<file path="config.mk">
export PLATFORM = sky130hd
export DESIGN_NAME = alu_6b
export DESIGN_NICKNAME = d
export VERILOG_FILES = /design/src/rtl/alu_pkg.sv /design/src/rtl/alu_addsub.sv /design/src/rtl/alu_6b.sv
export SDC_FILE = /design/constraint.sdc
export NUM_CORES = 1
export LEC_CHECK = 0
export CAP_MARGIN = 10
export CELL_PAD_IN_SITES_DETAIL_PLACEMENT = 0
export CELL_PAD_IN_SITES_GLOBAL_PLACEMENT = 1
export CORE_MARGIN = 1.5
export CORE_UTILIZATION = 36
export DETAILED_ROUTE_END_ITERATION = 16
export GPL_TIMING_DRIVEN = 0
export HOLD_SLACK_MARGIN = 0.12
export PLACE_DENSITY_LB_ADDON = 0.1
export SYNTH_ARGS = -nofsm -noshare
export SYNTH_HDL_FRONTEND = slang
export SYNTH_HIERARCHICAL = 1
export SYNTH_SLANG_ARGS = --single-unit
</file>
<file path="constraint.sdc">
create_clock -name clk -period 1.4 [get_ports clk]
set_clock_uncertainty 0.2 [all_clocks]
set_input_delay 0.28 -clock clk [delete_from_list [all_inputs] [get_ports clk]]
set_output_delay 0.28 -clock clk [all_outputs]
set_load 0.02 [all_outputs]
</file>
<file path="src/rtl/alu_pkg.sv">
// Shared opcode encoding and default width
// for the registered execute-stage ALU.
package alu_pkg;

  localparam int ALU_WIDTH = 6;

  typedef enum logic [2:0] {
    OP_ADD  = 3'b000,
    OP_SUB  = 3'b001,
    OP_AND  = 3'b010,
    OP_OR   = 3'b011,
    OP_EQ   = 3'b100,
    OP_GT   = 3'b101,
    OP_LT   = 3'b110,
    OP_ZERO = 3'b111
  } alu_op_e;

endpackage

</file>
<file path="src/rtl/alu_addsub.sv">
// Single shared adder; subtract is a + ~b + 1.
// Used by ADD, SUB and the signed compares.
module alu_addsub #(
  parameter int WIDTH = 6
) (
  input  logic [WIDTH-1:0] a,
  input  logic [WIDTH-1:0] b,
  input  logic             sub,
  output logic [WIDTH-1:0] sum,
  output logic             carry,
  output logic             ovf
);

  logic [WIDTH-1:0] w_b;
  logic [WIDTH:0]   w_full;

  assign w_b    = sub ? ~b : b;
  assign w_full = {1'b0, a} + {1'b0, w_b}
                + {{WIDTH{1'b0}}, sub};
  assign sum    = w_full[WIDTH-1:0];
  assign carry  = w_full[WIDTH];

  // Overflow: same-sign addends, result sign differs
  assign ovf = (a[WIDTH-1] == w_b[WIDTH-1])
            && (sum[WIDTH-1] != a[WIDTH-1]);

endmodule

</file>
<file path="src/rtl/alu_6b.sv">
// Registered ALU execute stage: result and
// flags appear one clock after operands.
module alu_6b
  import alu_pkg::*;
#(
  parameter int WIDTH = ALU_WIDTH
) (
  input  logic             clk,
  input  logic             rst_n,
  input  logic [WIDTH-1:0] A,
  input  logic [WIDTH-1:0] B,
  input  logic [2:0]       sel,
  output logic [WIDTH-1:0] C,
  output logic             ovf,
  output logic             zero
);

  logic             w_sub;
  logic [WIDTH-1:0] w_sum;
  logic             w_carry;
  logic             w_aovf;
  logic             w_eq;
  logic             w_lt;
  logic             w_gt;
  logic [WIDTH-1:0] w_c;
  logic             w_ovf;

  logic [WIDTH-1:0] r_c;
  logic             r_ovf;
  logic             r_zero;

  assign w_sub = (sel != OP_ADD);

  alu_addsub #(
    .WIDTH (WIDTH)
  ) u_addsub (
    .a     (A),
    .b     (B),
    .sub   (w_sub),
    .sum   (w_sum),
    .carry (w_carry),
    .ovf   (w_aovf)
  );

  // Compares reuse the subtractor result
  assign w_lt = w_sum[WIDTH-1] ^ w_aovf;
  assign w_eq = (w_sum == '0);
  assign w_gt = !w_lt && !w_eq;

  always_comb begin
    w_c   = '0;
    w_ovf = 1'b0;
    case (alu_op_e'(sel))
      OP_ADD: begin
        w_c   = w_sum;
        w_ovf = w_aovf;
      end
      OP_SUB: begin
        w_c   = w_sum;
        w_ovf = w_aovf;
      end
      OP_AND:  w_c = A & B;
      OP_OR:   w_c = A | B;
      OP_EQ:   w_c = WIDTH'(w_eq);
      OP_GT:   w_c = WIDTH'(w_gt);
      OP_LT:   w_c = WIDTH'(w_lt);
      OP_ZERO: w_c = WIDTH'(A == '0);
      default: w_c = '0;
    endcase
  end

  always_ff @(posedge clk or negedge rst_n) begin
    if (!rst_n) begin
      r_c    <= '0;
      r_ovf  <= 1'b0;
      r_zero <= 1'b1;
    end else begin
      r_c    <= w_c;
      r_ovf  <= w_ovf;
      r_zero <= (w_c == '0);
    end
  end

  assign C    = r_c;
  assign ovf  = r_ovf;
  assign zero = r_zero;

  logic w_unused;
  assign w_unused = w_carry;

endmodule

</file>
==> out/results.tsv, run 1 <==
stage	metric	value	unit
cells_and_area	Area Growth Syn to Fin	63.95	%
cts	CTS H-Tree Depth	1	
drt	mean routed wirelength per cell	13.22	um
cts	clock slew at reported path FFs	0.06	ns
drt	Via density	5.201	
cells_and_area	multi-input logic area	613.1	um^2
floorplan	# rows	16	
cells_and_area	layout cells sized above 1	44.44	%
placement	I/O Buffers	22	
synth	synthesis warning total	6	
power	Leak Pwr	0.5271	nW
cells_and_area	ANT cells	0	
grt	Global Route Usage Sum	18.80	%
floorplan	Starting Density	38.39	%
drt	vias	749	
synth	post-synthesis cell area	753.2	um^2
power	switching power	0.3731	mW
drt	routed wire length	1.904	mm
worst_setup_path	Max FO, Critical Path	5	
floorplan	DIE WIDTH	48.74	um
cts	CTS root buf	clkbuf_4	
power	switching part of the total	35.73	%
timing	shortest period the worst path allows	3.434	ns
timing	Fmax achieved	0.2912	GHz
outcome	failing checks	setup timing	
timing	period utilization	245.3	%
worst_setup_path	crit path buf inv count	2	
timing	Hold Vio Cnt, Final	0	
cells_and_area	fillers	187	
drt	Initial DRC Count	8	
placement	GP Congestion	0.7237	
drt	Pre-antenna DRT Iters	4	
synth	post-synth net total	102	
worst_setup_path	Top Family by Delay on Critical Path	simple AND/OR/NAND/NOR gates	
power	Internal	0.6712	mW
grt	vias in the first global route	796	
grt	grt total ovfl	0	
hold_path	Hold WC Path Type	in2reg	
worst_setup_path	Required @ worst endpoint	1.37	ns
drt	DRC	0	
cells_and_area	nets@finish	141	
cts	CTS tree	built	
power	Comb pwr share	56.3	%
worst_setup_path	critical path capture point type	flop	
placement	Final HPWL DP	1.361	mm
timing	RSZ-0062 raised after global routing	true	
floorplan	die height	48.74	um
outcome	outcome	finished with violations	
cells_and_area	Finished Layout Cells	144	
worst_setup_path	Crit path largest cell delay	0.42	ns
floorplan	io pins	25	
power	total power	1.044	mW
timing	Final Slew Violations	0	
grt	global-route wire length before repair	3.477	mm
worst_setup_path	CP cell instances	clkbuf_16 -> buf_6 -> or3_4 -> xor2_1 -> ha_1 -> a21o_1 -> a31o_4 -> a31oi_4 -> xnor2_2 -> or4_4 -> or4_1 -> a21o_1 -> a31oi_4 -> nor3_2	
power	Max IR drop VDD	0.0003936	V
floorplan	DIE AREA	2376	um^2
cts	clk buf depth	2	
power	Cell Pwr Density	845.7	nW/um^2
placement	# placed instances	128	
flow_run	Max-Cap Viols	0	
worst_setup_path	Critical Path Source Type	input pin	
power	Flop pwr share	25.5	%
drt	Detail Route Antenna Nets	0	
synth	Mean Syn Cell Area	9.534	um^2
timing	Worst Slack Setup Final	-2.034	ns
timing	# setup viols final	8	
worst_setup_path	Crit Path Class	in2reg	
timing	Worst Tran Pin Value	0.3323	ns
timing	normalized max-slew margin	77.78	%
cts	clk sink count	8	
worst_setup_path	Worst path slowest cell	or4_4	
cts	total CTS buffers	3	
worst_setup_path	critical path arrival	3.41	ns
synth	cell count after synthesis	79	
cells_and_area	register area	201.4	um^2
grt	initial antenna violation count	0	
grt	largest net degree at the start of global routing	10	
power	clock share of power	18.2	%
floorplan	core area	1962	um^2
-- registers in the layout (all words and copies together) (netlist names) --
name and count:
zero 1, ovf 1, C 6
-- cells in the final DEF, fill, tap and decap left out, types with 2 or more instances in the layout --
cell type	instances
dfrtp_1	7
or4_1	2
nor2_1	5
nand2_1	5
clkbuf_4	3
a21o_1	4
o21ai_0	6
nor2_2	4
clkbuf_2	7
buf_4	10
ha_1	4
buf_6	6
xnor2_2	2
a311oi_2	5
mux2_4	2
xor2_1	7
clkdlybuf4s50_1	12
a31oi_4	2
-- stage by stage --
step,TNS (ns),instance area (um^2),hold slack (ns),util [%],setup WS [ns]
floorplan,-12.07,789.5,-0.2156,-,-2.284
global placement,-17.79,1044,0.3626,53.19,-2.957
detailed placement,-17.99,1044,0.3665,53.19,-2.998
CTS,-10.49,1226,0.1469,62.50,-2.067
global route,-10.85,1235,0.1439,62.95,-2.116
finish,-10.16,1235,0.1432,62.95,-2.034
-- metal layers --
layer / up-vias / global-route usage, % / wire [um]
li1: 366 / - / -
met4: 0 / 10.00 / 31
met1: 358 / 20.86 / 787
met2: 21 / 33.79 / 1016
met3: 4 / 3.395 / 69
met5: - / 0 / 0
-- worst paths after layout --
check                        from              to  slack (ns)  cells after the start
hold / removal             sel[0]  C[3]$_DFF_PN0_        0.14                      3
max in group asynchronous   rst_n  zero$_DFF_PN1_        0.55                      1
setup / recovery           sel[1]  zero$_DFF_PN1_       -2.03                     14
min in group asynchronous   rst_n   ovf$_DFF_PN0_        0.15                      1
-- cell type report --
class                      instances  area share (%)
clock buffer                       4           2.128
buffer                             4           4.458
sequential                         8           16.31
timing repair buffer              35           24.42
tap                               27           2.736
multi-input combinational         65           49.65
inverter                           1          0.3040
-- repair_timing --
| item | in CTS | in global routing |
|---|---|---|
| pin swaps | 9 | 3 |
| endpoints found under the hold margin | 7 | 0 |
| resized for setup | 34 | 21 |
| setup endpoints to repair | 16 | 16 |
| hold buffers | 1 | 0 |
| buffers inserted | 12 | 1 |
-- worst min-delay path, delay by kind of cell --
kind,cells,cell delay (ns)
AOI/OAI and AO/OA,1,0.10
and+or+nand+nor,1,0.06
buffers and inverters,1,0.11
-- power by group through the flow --
stage	clock, mW	sequential [mW]	combinational [mW]
6_report	0.190	0.267	0.588
3_3_place_gp	0	0.270	0.456
4_1_cts	0.190	0.266	0.532
2_1_floorplan	0	0.307	0.270
3_5_place_dp	0	0.270	0.465
5_1_grt	0.214	0.270	0.640
Note: power is estimated with default switching activity, not from simulation.
==> run 2: changes to the inputs <==
RECOVER_POWER = 25   (was unset)
==> results of run 2 <==
The final DEF is identical to that of run 1; final timing and power are the same.
